## src/rtl/ones_counter_pkg.sv

```systemverilog
// Shared definitions for the population-count block: default word width and
// the helper that sizes a count able to hold the full word width.
package ones_counter_pkg;

  localparam int DEFAULT_DATA_WIDTH = 8;

  // Width of an unsigned count that can represent values 0..w inclusive.
  function automatic int cnt_width(input int w);
    return $clog2(w) + 1;
  endfunction

endpackage

```

## src/rtl/ones_counter_popcount_tree.sv

```systemverilog
// Combinational balanced adder tree that counts the '1' bits of a word.
// The word is split in two halves, each half is counted by a recursive
// instance, and the two partial counts are added. Each level of the tree is
// one bit wider than the level below it, so depth grows as log2(DATA_WIDTH).
module popcount_tree
  import ones_counter_pkg::*;
#(
  parameter int DATA_WIDTH = DEFAULT_DATA_WIDTH,
  localparam int CNT_W = cnt_width(DATA_WIDTH)
) (
  input  logic [DATA_WIDTH-1:0] bits,
  output logic [CNT_W-1:0]      count
);

  generate
    if (DATA_WIDTH == 1) begin : g_leaf
      // A single bit is its own count.
      assign count = bits;
    end else begin : g_split
      // Lower half takes floor(W/2) bits so the upper half is never smaller;
      // the upper half's count is therefore exactly one bit narrower than ours.
      localparam int LO_W  = DATA_WIDTH / 2;
      localparam int HI_W  = DATA_WIDTH - LO_W;
      localparam int LO_CW = cnt_width(LO_W);
      localparam int HI_CW = cnt_width(HI_W);

      logic [LO_CW-1:0] lo_cnt;
      logic [HI_CW-1:0] hi_cnt;

      popcount_tree #(
        .DATA_WIDTH (LO_W)
      ) u_lo (
        .bits  (bits[LO_W-1:0]),
        .count (lo_cnt)
      );

      popcount_tree #(
        .DATA_WIDTH (HI_W)
      ) u_hi (
        .bits  (bits[DATA_WIDTH-1:LO_W]),
        .count (hi_cnt)
      );

      // Both partial counts are zero-extended before the add; the sum of the
      // two halves never exceeds DATA_WIDTH, which fits in CNT_W bits.
      assign count = CNT_W'(lo_cnt) + CNT_W'(hi_cnt);
    end
  endgenerate

endmodule

```

## src/rtl/ones_counter_pipe.sv

```systemverilog
// Registered population count: one word per cycle in, its bit count plus
// all-zero / all-ones flags out one cycle later with a valid strobe.
// The last result is held while no new word arrives.
module ones_counter_pipe
  import ones_counter_pkg::*;
#(
  parameter int DATA_WIDTH = DEFAULT_DATA_WIDTH,
  localparam int CNT_W = cnt_width(DATA_WIDTH)
) (
  input  logic                  clk,
  input  logic                  rst,
  input  logic                  din_valid,
  input  logic [DATA_WIDTH-1:0] din,
  output logic [CNT_W-1:0]      dout,
  output logic                  dout_valid,
  output logic                  all_zero,
  output logic                  all_ones
);

  localparam logic [CNT_W-1:0] FULL_CNT = CNT_W'(DATA_WIDTH);

  // Flag for a count of zero.
  function automatic logic is_empty(input logic [CNT_W-1:0] c);
    return (c == '0);
  endfunction

  // Flag for a count equal to the full word width.
  function automatic logic is_full(input logic [CNT_W-1:0] c);
    return (c == FULL_CNT);
  endfunction

  // ---- stage p0: combinational count of the incoming word ----
  logic [CNT_W-1:0] cnt_p0;
  logic             vld_p0;

  assign vld_p0 = din_valid;

  popcount_tree #(
    .DATA_WIDTH (DATA_WIDTH)
  ) u_tree (
    .bits  (din),
    .count (cnt_p0)
  );

  // ---- stage p1: output registers ----
  logic [CNT_W-1:0] cnt_p1;
  logic             vld_p1;
  logic             zero_p1;
  logic             ones_p1;

  // Valid strobe follows din_valid by one cycle; reset wins over new data.
  always_ff @(posedge clk) begin
    if (rst) begin
      vld_p1 <= 1'b0;
    end else begin
      vld_p1 <= vld_p0;
    end
  end

  // Count and flags load only on a valid word and otherwise keep the last
  // result, so din is ignored entirely while din_valid is low.
  always_ff @(posedge clk) begin
    if (rst) begin
      cnt_p1  <= '0;
      zero_p1 <= 1'b0;
      ones_p1 <= 1'b0;
    end else if (vld_p0) begin
      cnt_p1  <= cnt_p0;
      zero_p1 <= is_empty(cnt_p0);
      ones_p1 <= is_full(cnt_p0);
    end
  end

  assign dout       = cnt_p1;
  assign dout_valid = vld_p1;
  assign all_zero   = zero_p1;
  assign all_ones   = ones_p1;

endmodule

```

## config.mk

```make
export PLATFORM = sky130hd
export DESIGN_NAME = ones_counter_pipe
export DESIGN_NICKNAME = d
export VERILOG_FILES = /design/src/rtl/ones_counter_pkg.sv /design/src/rtl/ones_counter_popcount_tree.sv /design/src/rtl/ones_counter_pipe.sv
export SDC_FILE = /design/constraint.sdc
export NUM_CORES = 1
export LEC_CHECK = 0
export CORE_MARGIN = 3
export CORE_UTILIZATION = 40
export DETAILED_ROUTE_END_ITERATION = 16
export GPL_TIMING_DRIVEN = 0
export PLACE_DENSITY = 0.84
export RECOVER_POWER = 50
export REMOVE_ABC_BUFFERS = 1
export SLEW_MARGIN = 20
export SYNTH_ARGS = -nofsm -noshare
export SYNTH_HDL_FRONTEND = slang
export SYNTH_HIERARCHICAL = 1
export SYNTH_SLANG_ARGS = --single-unit
```

## constraint.sdc

```tcl
create_clock -name clk -period 2.65 [get_ports clk]
set_input_delay 0.53 -clock clk [delete_from_list [all_inputs] [get_ports clk]]
set_output_delay 0.53 -clock clk [all_outputs]
set_load 0.02 [all_outputs]
```

==> metrics.txt <==
# TYPE chip_impl_metric gauge
chip_impl_metric{name="relSlewSlack",unit=""} 0.786
chip_impl_metric{name="yosysWarningCount",unit=""} 6
chip_impl_metric{name="rows",unit=""} 13
chip_impl_metric{name="power.leakage",unit="uW"} 0.000380
chip_impl_metric{name="vias_in_the_first_global_route",unit=""} 473
chip_impl_metric{name="power_per_cell_area",unit="nW/um^2"} 629
chip_impl_metric{name="post_synthesis_cell_count",unit=""} 60
chip_impl_metric{name="floorplan.die.height",unit="um"} 43.9
chip_impl_metric{name="register_area_share_after_synthesis",unit=""} 0.245
chip_impl_metric{name="remaining_drc_errors",unit=""} 0
chip_impl_info{name="crit_path_cell_trace",value="clkbuf_2 -> ha_1 -> ha_2 -> inv_2 -> fa_1 -> inv_2 -> inv_2 -> fa_2 -> inv_2 -> nor4b_4 -> a22o_1"} 1
chip_impl_metric{name="first_drt_iteration_drcs",unit=""} 5
chip_impl_metric{name="layout_worst_path_cycle_share",unit=""} 0.948
chip_impl_metric{name="grt_remaining_overflow",unit=""} 0
chip_impl_metric{name="antenna-diode-count",unit=""} 0
chip_impl_info{name="timing.critical_path.slowest_stage_cell",value="sky130_fd_sc_hd__fa_2"} 1
chip_impl_metric{name="final.fill_count",unit=""} 111
chip_impl_metric{name="place.gp.congestion",unit=""} 0.696
chip_impl_info{name="cts_tree",value="built"} 1
chip_impl_metric{name="max-vdd-ir-drop",unit="uV"} 484
chip_impl_metric{name="cell_variety_after_synth",unit=""} 17
chip_impl_info{name="outcome",value="finished, final reports clean"} 1
chip_impl_metric{name="flow.area_growth_from_synthesis",unit="%"} 34.1
chip_impl_info{name="path_common_cell",value="sky130_fd_sc_hd__inv_2"} 1
chip_impl_metric{name="hold_violation_count_in_the_final_report",unit=""} 0
chip_impl_metric{name="die-area",unit="um^2"} 1920
chip_impl_metric{name="storage_element_area",unit="um^2"} 140
chip_impl_metric{name="post_route_cells_drive_above_1_share",unit=""} 0.427
chip_impl_info{name="cts_root_buffer",value="sky130_fd_sc_hd__clkbuf_4"} 1
chip_impl_metric{name="synth_xor_xnor_area_share",unit=""} 0.0153
chip_impl_metric{name="totalPowerFinal",unit="uW"} 484
chip_impl_info{name="min_path_type",value="flip-flop to flip-flop"} 1
chip_impl_metric{name="final_critical_path_setup_slack",unit="ns"} 0.138
chip_impl_info{name="post_synth_main_area_contributors",value="sky130_fd_sc_hd__dfxtp_1, sky130_fd_sc_hd__ha_1, sky130_fd_sc_hd__fa_1, sky130_fd_sc_hd__buf_4, sky130_fd_sc_hd__inv_1"} 1
chip_impl_metric{name="worst-endpoint-arrival",unit="ns"} 2.70
chip_impl_metric{name="synth_top_area_frac",unit=""} 0.245
chip_impl_metric{name="floorplan.initialDensity",unit=""} 0.435
chip_impl_metric{name="numClockSinks",unit=""} 7
chip_impl_metric{name="floorplan.die.width",unit="um"} 43.9
chip_impl_metric{name="slowest_cell_delay_on_critical_path",unit="ns"} 0.52
chip_impl_metric{name="finalSetupViolations",unit=""} 0
chip_impl_metric{name="totalNegativeSetupSlack",unit="ns"} 0
chip_impl_info{name="synth_top_family_by_area",value="adder cells"} 1
chip_impl_info{name="post-synth-top-area-cell",value="sky130_fd_sc_hd__dfxtp_1"} 1
chip_impl_metric{name="synth_compound_gate_area_share",unit=""} 0.0393
chip_impl_metric{name="route.antenna.remaining_nets",unit=""} 0
chip_impl_metric{name="critPathMaxFanout",unit=""} 3
chip_impl_metric{name="regToRegSetupSlack",unit="ns"} 2.03
chip_impl_metric{name="post_drt_wl_per_cell",unit="um"} 11.2
chip_impl_metric{name="detailed_place_hpwl",unit="um"} 730
chip_impl_metric{name="yosys-mux-area-fraction",unit=""} 0.0699
chip_impl_info{name="critPathKind",value="input port to flip-flop"} 1
chip_impl_metric{name="numPortBuffers",unit=""} 17
chip_impl_info{name="start_kind",value="input port"} 1
chip_impl_info{name="count_leader_synth",value="sky130_fd_sc_hd__inv_1"} 1
chip_impl_metric{name="via_count",unit=""} 422
chip_impl_metric{name="synthArstFlopShare",unit=""} 0
chip_impl_metric{name="slew_at_the_pin_closest_to_its_max_slew_limit",unit="ns"} 0.320
chip_impl_info{name="rsz_0062_raised_after_global_routing",value="no"} 1
chip_impl_metric{name="cts_hold_buffers",unit=""} 0
chip_impl_info{name="end_kind",value="flip-flop"} 1
chip_impl_metric{name="ioPinCount",unit=""} 18
chip_impl_metric{name="final_area",unit="um^2"} 768
chip_impl_metric{name="maxSlewViolCount",unit=""} 0
chip_impl_metric{name="grt_antenna_before_repair",unit=""} 0
chip_impl_metric{name="clkLatencyLatePin",unit="ns"} 0.24
chip_impl_metric{name="grt_start_max_net_pins",unit=""} 7
chip_impl_metric{name="fp.coreArea",unit="um^2"} 1320
chip_impl_metric{name="global_route_usage_over_all_layers",unit=""} 0.141
chip_impl_metric{name="ys_ff_latch",unit=""} 7
chip_impl_metric{name="post-route-min-period",unit="ns"} 2.51
chip_impl_metric{name="path_clk_slew",unit="ns"} 0.05
chip_impl_metric{name="mappedNetlistArea",unit="um^2"} 573
chip_impl_metric{name="synth-adder-area-share",unit=""} 0.301
chip_impl_metric{name="syn-mean-instance-area",unit="um^2"} 9.55
chip_impl_metric{name="drt-total-wl",unit="um"} 1010
chip_impl_metric{name="synth_edf_count",unit=""} 0
chip_impl_metric{name="cts_buffers",unit=""} 3
chip_impl_info{name="yosys-top-cells-count",value="sky130_fd_sc_hd__inv_1, sky130_fd_sc_hd__ha_1, sky130_fd_sc_hd__buf_4"} 1
chip_impl_metric{name="placedInstanceArea",unit="um^2"} 691
chip_impl_metric{name="clock_tree.htree_level_count",unit=""} 1
chip_impl_metric{name="timing.fmax",unit="MHz"} 398
chip_impl_metric{name="multi_input_gate_area_in_the_final_layout",unit="um^2"} 378
chip_impl_metric{name="route.detailed.vias_per_inst",unit=""} 4.69
chip_impl_metric{name="clk_path_buf_depth",unit=""} 2
chip_impl_metric{name="dp_worst_setup_slack",unit="ns"} -0.575
chip_impl_metric{name="max-cap-violations",unit=""} 0
chip_impl_metric{name="layout.nets",unit=""} 99
chip_impl_info{name="most_frequently_used_flop_master_after_synthesis",value="sky130_fd_sc_hd__dfxtp_1"} 1
chip_impl_metric{name="critical_path_required",unit="ns"} 2.84
chip_impl_metric{name="detailedRoute.firstPassIterationCount",unit=""} 3
chip_impl_metric{name="fin_skew",unit="ns"} 0
chip_impl_metric{name="grt_pass1_wl",unit="um"} 1900
chip_impl_metric{name="synth-simple-area-share",unit=""} 0.114
==> final cells by class <==
class,instances,area share
Clock buffer,4,0.0342
Inverter,14,0.0684
Multi-Input combinational cell,30,0.492
Sequential cell,7,0.182
Tap cell,15,0.0244
Timing Repair Buffer,20,0.199
==> layer usage <==
layer | track usage | vias to the layer above | wire (um)
met2 | 0.259 | 9 | 614
li1 | - | 212 | -
met4 | 0.0904 | 0 | 9
met3 | 0.0249 | 2 | 27
met5 | 0 | - | 0
met1 | 0.142 | 199 | 359
==> path summary, 6_finish.rpt <==
| path | start | endpoint | cells past startpoint |
|---|---|---|---|
| setup / recovery | din[4] | all_ones | 11 |
| hold / removal | all_ones | all_ones | 1 |
| setup reg to reg | dout[1] | dout[1] | 2 |
| hold reg to reg | all_ones | all_ones | 1 |
==> placed cells by master (no fill, tap or decap) <==
cell type                         n
sky130_fd_sc_hd__inv_2            7
sky130_fd_sc_hd__nor4_4           1
sky130_fd_sc_hd__clkbuf_1         1
sky130_fd_sc_hd__nor2_2           1
sky130_fd_sc_hd__clkdlybuf4s50_1  3
sky130_fd_sc_hd__nor2b_4          1
sky130_fd_sc_hd__mux2i_1          4
sky130_fd_sc_hd__nor4b_4          1
sky130_fd_sc_hd__ha_4             1
sky130_fd_sc_hd__fa_1             2
sky130_fd_sc_hd__ha_2             2
sky130_fd_sc_hd__inv_1            7
sky130_fd_sc_hd__nor2_1           4
sky130_fd_sc_hd__ha_1             6
sky130_fd_sc_hd__xnor2_4          1
sky130_fd_sc_hd__dfxtp_1          7
sky130_fd_sc_hd__a22o_1           2
sky130_fd_sc_hd__a21oi_2          1
sky130_fd_sc_hd__clkbuf_4         3
sky130_fd_sc_hd__dlygate4sd3_1    6
sky130_fd_sc_hd__nand3_1          1
sky130_fd_sc_hd__clkbuf_2         8
sky130_fd_sc_hd__nand2_2          1
sky130_fd_sc_hd__buf_4            3
sky130_fd_sc_hd__fa_2             1
==> stage by stage <==
stage	std cells	hold WS (ns)	utilization
2_1_floorplan	51	0.579	-
6_report	90	0.470	0.583
5_1_grt	90	0.485	0.583
3_3_place_gp	83	0.469	0.524
4_1_cts	90	0.480	0.582
3_5_place_dp	83	0.464	0.524
==> registers in the layout, indices dropped and copies added, names as in the netlist <==
name and cells:
dout 4, all_ones 1, all_zero 1, dout_valid 1
==> timing repair <==
item	4_1_cts	5_1_grt
setup endpoints to repair	4	4
hold endpoints to repair	0	0
buffers inserted	3	0
pin swaps	13	12
gates resized for setup	22	20
==> logic make-up (layout without fill, tap and decap cells) <==
group | Yosys count | after routing
flops | 7 | 7
simple gates | 10 | 10
fa+ha+maj | 12 | 12
compound gates | 3 | 3
xor+xnor | 1 | 1
mux | 4 | 4
buf+inv | 23 | 38
==> critical path: cells and delay by family <==
kind / cells / cell delay [ns]
adder cells (fa/ha/maj): 4 / 1.40
AO/OA/AOI/OAI: 1 / 0.16
AND/OR/NAND/NOR: 1 / 0.29
buffers and inverters: 5 / 0.32
==> where the power goes <==
part	internal, uW	switching (uW)
clock	57.2	35.3
combinational	126	139
sequential	120	6.65
total	303	181
No activity file was read; power rests on OpenSTA's default activity.
